--- src/rtl/gf180mcu_or_reduce_pkg.sv ---
// Shared constants and elaboration-time helpers for the pipelined OR-reduce tree.
package gf180mcu_or_reduce_pkg;

  localparam int unsigned WIDTH_MIN = 2;
  localparam int unsigned WIDTH_MAX = 64;
  localparam int unsigned FANIN_MIN = 2;
  localparam int unsigned FANIN_MAX = 4;
  localparam int unsigned LOOP_MAX  = 8;

  // Smallest S >= 1 with fanin**S >= width.
  function automatic int unsigned calc_stages(input int unsigned width, input int unsigned fanin);
    int unsigned s;
    int unsigned p;
    s = 1;
    p = fanin;
    for (int i = 0; i < LOOP_MAX; i++) begin
      if (p < width) begin
        p = p * fanin;
        s = s + 1;
      end
    end
    return s;
  endfunction

  // Node count at a stage; stage 0 is the raw input vector.
  function automatic int unsigned stage_nodes(input int unsigned width, input int unsigned fanin,
                                              input int unsigned stage);
    int unsigned n;
    n = width;
    if (fanin >= FANIN_MIN) begin
      for (int unsigned i = 0; i < LOOP_MAX; i++) begin
        if (i < stage) n = (n + fanin - 1) / fanin;
      end
    end
    return n;
  endfunction

  // Bit offset of a stage's outputs within the flattened node register vector.
  function automatic int unsigned stage_offset(input int unsigned width, input int unsigned fanin,
                                               input int unsigned stage);
    int unsigned off;
    off = 0;
    for (int unsigned i = 1; i <= LOOP_MAX; i++) begin
      if (i < stage) off = off + stage_nodes(width, fanin, i);
    end
    return off;
  endfunction

endpackage

--- src/rtl/gf180mcu_or_node.sv ---
// One registered FANIN-input OR node of the reduction tree.
module gf180mcu_or_node #(
  parameter int unsigned FANIN = 3
) (
  input  logic             CLK,
  input  logic             RN,
  input  logic             EN,
  input  logic [FANIN-1:0] d,
  output logic             q
);

  always_ff @(posedge CLK or negedge RN) begin
    if (!RN) begin
      q <= 1'b0;
    end else if (EN) begin
      q <= |d;
    end
  end

endmodule

--- src/rtl/gf180mcu_or_reduce_pipe.sv ---
// Pipelined OR-reduction of (A & MASK) with aligned valid chain and sticky result flag.
module gf180mcu_or_reduce_pipe
  import gf180mcu_or_reduce_pkg::*;
#(
  parameter int unsigned WIDTH = 9,
  parameter int unsigned FANIN = 3
) (
  input  logic             CLK,
  input  logic             RN,
  input  logic             EN,
  input  logic             CLR,
  input  logic             VLD_I,
  input  logic [WIDTH-1:0] A,
  input  logic [WIDTH-1:0] MASK,
  output logic             Z,
  output logic             VLD_O,
  output logic             ZS
);

  localparam int unsigned STAGES = calc_stages(WIDTH, FANIN);
  localparam int unsigned TOTAL  = stage_offset(WIDTH, FANIN, STAGES + 1);

  if (WIDTH < WIDTH_MIN || WIDTH > WIDTH_MAX) begin : g_bad_width
    $error("gf180mcu_or_reduce_pipe: WIDTH out of range 2..64");
  end
  if (FANIN < FANIN_MIN || FANIN > FANIN_MAX) begin : g_bad_fanin
    $error("gf180mcu_or_reduce_pipe: FANIN out of range 2..4");
  end

  logic [WIDTH-1:0]  masked_c;
  logic [TOTAL-1:0]  node_q;
  logic              z_next_c;
  logic [STAGES-1:0] vld_q;
  logic [STAGES-1:0] vld_next_c;
  logic              zs_q;

  assign masked_c = A & MASK;

  // Tree: stage s node j ORs group j of stage s-1; missing group bits tie to 0.
  for (genvar s = 1; s <= STAGES; s++) begin : g_stage
    localparam int unsigned N_IN    = stage_nodes(WIDTH, FANIN, s - 1);
    localparam int unsigned N_OUT   = stage_nodes(WIDTH, FANIN, s);
    localparam int unsigned OFF_IN  = stage_offset(WIDTH, FANIN, s - 1);
    localparam int unsigned OFF_OUT = stage_offset(WIDTH, FANIN, s);
    for (genvar j = 0; j < N_OUT; j++) begin : g_node
      logic [FANIN-1:0] din;
      for (genvar k = 0; k < FANIN; k++) begin : g_in
        if (j * FANIN + k >= N_IN) begin : g_pad
          assign din[k] = 1'b0;
        end else if (s == 1) begin : g_src
          assign din[k] = masked_c[j*FANIN+k];
        end else begin : g_prev
          assign din[k] = node_q[OFF_IN+j*FANIN+k];
        end
      end
      gf180mcu_or_node #(.FANIN(FANIN)) u_node (
        .CLK (CLK),
        .RN  (RN),
        .EN  (EN),
        .d   (din),
        .q   (node_q[OFF_OUT+j])
      );
      // The sticky flag needs the value Z is about to take.
      if (s == STAGES) begin : g_last
        assign z_next_c = |din;
      end
    end
  end

  assign vld_next_c = STAGES'({vld_q, VLD_I});

  // Valid chain and sticky flag; a newly exiting valid 1 overrides CLR.
  always_ff @(posedge CLK or negedge RN) begin
    if (!RN) begin
      vld_q <= '0;
      zs_q  <= 1'b0;
    end else if (EN) begin
      vld_q <= vld_next_c;
      zs_q  <= (zs_q & ~CLR) | (vld_next_c[STAGES-1] & z_next_c);
    end
  end

  assign Z     = node_q[TOTAL-1];
  assign VLD_O = vld_q[STAGES-1];
  assign ZS    = zs_q;

endmodule

--- config.mk ---
export PLATFORM = sky130hd
export DESIGN_NAME = gf180mcu_or_reduce_pipe
export DESIGN_NICKNAME = d
export VERILOG_FILES = /design/src/rtl/gf180mcu_or_reduce_pkg.sv /design/src/rtl/gf180mcu_or_node.sv /design/src/rtl/gf180mcu_or_reduce_pipe.sv
export SDC_FILE = /design/constraint.sdc
export NUM_CORES = 1
export LEC_CHECK = 0
export BUFFER_PORTS_ARGS = -buffer_cell sky130_fd_sc_hd__buf_2
export CORE_AREA = 2 2 39 41
export CTS_CLUSTER_DIAMETER = 50
export DETAILED_ROUTE_END_ITERATION = 16
export DIE_AREA = 0 0 41 43
export PLACE_DENSITY = 0.54
export RECOVER_POWER = 50
export SKIP_LAST_GASP = 1
export SLEW_MARGIN = 30
export SYNTH_ARGS = -nofsm -noshare
export SYNTH_HDL_FRONTEND = slang
export SYNTH_HIERARCHICAL = 1
export SYNTH_SLANG_ARGS = --single-unit
--- constraint.sdc ---
create_clock -name CLK -period 1.1 [get_ports CLK]
set_clock_uncertainty 0.1 [all_clocks]
set_input_delay 0.22 -clock CLK [delete_from_list [all_inputs] [get_ports CLK]]
set_output_delay 0.22 -clock CLK [all_outputs]
set_load 0.03 [all_outputs]
Yosys cells after proc, flatten, opt, wreduce, memory -nomap -nowiden
Index checks and enable logic that the tools add are counted.
{ "totals": {"ff_bits": 7, "inputBits": 23} }
{ "classes": {"reduce_logical": 4, "n_bitwise": 5} }
{ "op_table": {"columns": ["op", "count"], "rows": [
  ["$reduce_or 3->1", 4],
  ["$and 9x9->9", 1],
  ["$and 1x1->1", 2],
  ["$not 1->1", 1],
  ["$or 1x1->1", 1]
]} }

Depth between registers and ports, before layout
{ "depth": {"ltp_word": 3, "ltp_mapped": 3} }

Hierarchy
Netlist, hierarchy kept.
{ "modules_own_cells": {"columns": ["mod", "cells_each", "seq_area_each_um2", "area_each_um2", "n_inst"], "rows": [
  ["gf180mcu_or_reduce_pipe", 19, 75.1, 176.4, 1],
  ["gf180mcu_or_node", 4, 25.0, 38.8, 4]
]} }

Least setup slack after synthesis
No wires, ideal clock.
{ "synth_timing": {"path_kind": "register to register", "from": "reg, netlist name g_stage[2].g_node[0].u_node/q", "to": "reg g_stage[2].g_node[0].u_node.q", "path_buffers": 0, "setup_slack_ps": 238, "period_less_slack_ps": 862, "stages_incl_launch_ff": 3, "required_ps": 876, "arrival_time_ps": 637, "setup_ps": 124, "cell_sequence": "dfrtp_1 -> nor2_1 -> a21oi_1"} }
{ "synth_rtl": {"columns": ["element", "line", "text"], "rows": [
  ["end signal: assignment", "gf180mcu_or_node.sv:16", "q <= |d;"],
  ["end: declaration", "gf180mcu_or_node.sv:9", "output logic q"]
]} }

Worst setup path in the final report
{ "layout_timing": {"from": "reg zs_q (netlist: ZS)", "to": "out ZS"} }
{ "layout_rtl": {"columns": ["element", "line", "text"], "rows": [
  ["start: declaration", "gf180mcu_or_reduce_pipe.sv:35", "logic zs_q;"],
  ["start signal: assignment", "gf180mcu_or_reduce_pipe.sv:79", "zs_q <= (zs_q & ~CLR) | (vld_next_c[STAGES-1] & z_next_c);"],
  ["end: declaration", "gf180mcu_or_reduce_pipe.sv:17", "output logic ZS"]
]} }
No word-level cell between the ends.

==> summary.txt <==
Run status
  • Status: finished, final reports clean

Drt
  • DRC violations left: 0
  • Number of detailed-route iterations in the first pass: 1
  • Average routed wire per standard cell: between 8 and 9 um
  • Total length of routed wires: 731 um
  • Routed vias: roughly 360
  • DR iter-0 viols: 0
  • Avg Vias per Cell: about 4.3
  • Remaining number of nets flagged by the antenna check after routing: 0

Job
  • Max_cap viols: 0

Setup path
  • Stages on worst setup path: 1
  • R2r worst-path depth: 2
  • Termination of the worst setup path: ZS
  • Data arrival time of the worst path: approximately 0.77 ns
  • Crit Reg-Reg Startpoint: g_stage[1].g_node[1].u_node/q
  • Endpoint kind of the worst setup timing path: output port
  • Register-to-register setup slack: 0.18 ns
  • Worst-path cell with the longest stage delay: sky130_fd_sc_hd__dfrtp_1
  • Worst Path Class, Setup: flop to output port
  • Max FO, Critical Path: 2
  • Worst setup path start: ZS
  • Critical path, cell by cell: buf_6
  • Critical path buffer and inverter count: 1
  • Largest delay share family, worst path: flip-flops
  • CP startpoint kind: flop
  • Critical register-to-register path endpoint: g_stage[2].g_node[0].u_node/q
  • Biggest cell delay along the critical path: between 0.3 and 0.4 ns
  • Required time of the critical path: ~0.8 ns

Floorplanning
  • Starting density of the core: a little under a quarter
  • Area enclosed by the die boundary: around 1800 sq um
  • Number of ports placed on the die boundary: 26
  • Number of core rows: 14
  • Die extent in x: about 40 um
  • Chip Height: 43 um
  • CORE AREA: around 1400 sq um

Cells and area
  • Fraction of layout cells with a size suffix above 1: 44.8%
  • Core Util, Final: a little under 40%
  • Count of filler cells inserted in the layout: between 150 and 200
  • ANT cells: 0
  • Most frequent standard cell in the layout excluding fill and tap cells: sky130_fd_sc_hd__buf_2
  • # nets final: between 90 and 100
  • Most used cells in the layout excluding fill and tap cells: sky130_fd_sc_hd__buf_2 (21), sky130_fd_sc_hd__and2_1 (9), sky130_fd_sc_hd__dfrtp_1 (7), sky130_fd_sc_hd__nor3_1 (5)
  • Layout area overhead: 64.5%

GRT
  • GRT Max-Usage Layer: met2
  • Met2 track utilization from global routing: 15.9%
  • Global Route met1 Usage: 11.2%
  • Met3 Track Usage GR: ~3.1%
  • Overflow left after global routing: 0
  • First-pass GRT wire length: around 1200 um
  • Vias in the first global route: ~310
  • Overall global routing resource usage: about a tenth
  • Largest net degree at the start of global routing: 8
  • Initial antenna violation count: 0

Min path
  • Startpoint of the tightest hold check path: VLD_I
  • Worst hold path type: input pin to flop

Placement
  • IO buf count: 25
  • Half-perimeter wire length of the detailed placement result: between 600 and 700 um
  • Final estimated routing congestion in global placement: roughly 0.60

CTS
  • Total CTS buffers: 3
  • Buffer type at the clock tree root: sky130_fd_sc_hd__clkbuf_4
  • Clock tree from TritonCTS: built
  • Worst skew pair latency: about 0.25 ns
  • Number of buffers on the longest clock path: 2
  • Total number of clock tree sinks: 7
  • Clock slew at the register clock pins of the worst setup and hold paths: ~0.05 ns
  • H-Tree Depth: 1

Pwr
  • Maximum vdd drop: about 0.00042 V
  • Power density over the cells: roughly 1300 nW/um^2
  • Fraction of power spent switching nets: approximately a quarter
  • Power dissipated by switching net loads: approximately 0.18 mW
  • Share of power burned in combinational logic: a little under a quarter
  • Part of the power in the clock network: 33.2%
  • Leakage power figure: about 0.27 nW
  • Sequential power share: approximately 44%
  • Internal cell power: between 0.5 and 0.6 mW

Logic synthesis
  • Warnings, synthesis: 6
  • Flop and latch count out of synthesis: 7
  • Post-synthesis instance area: 332 sq um
  • Post-Synthesis Mean Instance Area: 9.47 sq um
  • Cells after synthesis: 35
  • Yosys cell types: 10
  • Seq/Total Area, Yosys: 52.8%
  • Synth Net Count: 58

Timing
  • Max transition margin: 74.7%
  • RSZ-0062 raised after global routing: true
  • Fraction of the cycle the final worst path needs: 99.4%
  • Number of failing hold endpoints at the final stage: 0
  • Max Freq: just over 900 MHz
  • Transition time of the tightest slew-check pin: roughly 0.38 ns
  • Final critical-path required period: ~1.1 ns
  • Finish-stage setup viols: 0
  • Slew Viols, Final: 0
  • Worst hold slack: about 0.11 ns
power by group through the flow:
stage	clock network, mW	registers, mW	logic [mW]
2_1_floorplan	0	0.330	0.0444
3_3_place_gp	0	0.307	0.133
3_5_place_dp	0	0.308	0.136
4_1_cts	0.241	0.306	0.163
5_1_grt	0.266	0.309	0.179
6_report	0.230	0.305	0.159
through the flow:
stage	area [sq um]	setup TNS (ns)	setup slack, ns	cells	total power, mW
floorplan	332	0	0.238	35	0.375
detailed placement	484	0	0.139	77	0.444
global route	546	-0.0876	-0.0388	83	0.754
finish	546	0	0.00671	83	0.695
global placement	484	0	0.146	77	0.440
CTS	547	-0.00718	-0.00718	83	0.710
registers in the layout, summed over array words and instances, names as in the netlist:
register / flops
vld_q: 2
g_stage.g_node.u_node/q: 4
ZS: 1
area by class of cell:
| type | count | area [sq um] | area share (%) |
|---|---|---|---|
| inverter | 1 | 3.75 | 0.688 |
| sequential | 7 | 175 | 32.1 |
| clock buffer | 4 | 26.3 | 4.82 |
| multi-input combinational | 27 | 153 | 28.0 |
| timing repair buffer | 28 | 168 | 30.7 |
| tap | 16 | 20.0 | 3.67 |
cell families (layout without fill, tap and decap cells):
| kind of cell | after synthesis | after routing | share of synthesized area [%] |
|---|---|---|---|
| and+or+nand+nor | 20 | 20 | 31.3 |
| DFF | 7 | 7 | 52.8 |
| AOI/OAI and AO/OA | 6 | 6 | 10.2 |
| muxes | 1 | 1 | 4.53 |
| buffers and inverters | 1 | 33 | 1.13 |
worst min path at each step:
stage	to	cells past startpoint
after floorplan	ZS	0
after global placement	ZS	1
after global routing	vld_q[0]	2
after CTS	vld_q[0]	2
final	vld_q[0]	2
after detailed placement	ZS	1
timing repair:
item / in CTS / in global routing
buffers inserted: 1 / 0
endpoints found under the hold margin: 7 / 0
gates resized for setup: 6 / 0
hold buffers: 1 / 0
endpoints found under the setup margin: 3 / 3
Yosys cell counts:
cell	n	area share, %
sky130_fd_sc_hd__nand2_1	2	2.3
sky130_fd_sc_hd__a21oi_1	4	6.0
sky130_fd_sc_hd__inv_1	1	1.1
sky130_fd_sc_hd__o2bb2ai_1	1	2.6
sky130_fd_sc_hd__mux2_4	1	4.5
sky130_fd_sc_hd__dfrtp_1	7	53
sky130_fd_sc_hd__and2_1	9	17
sky130_fd_sc_hd__o21ai_0	1	1.5
sky130_fd_sc_hd__nor2_1	4	4.5
sky130_fd_sc_hd__nor3_1	5	7.5
routing by layer:
layer,part of all wire [%],up-vias
met1,41,153
met4,0,0
met2,46,20
li1,-,182
met5,0,-
met3,13,0
Power figures use the tool's default switching activity.
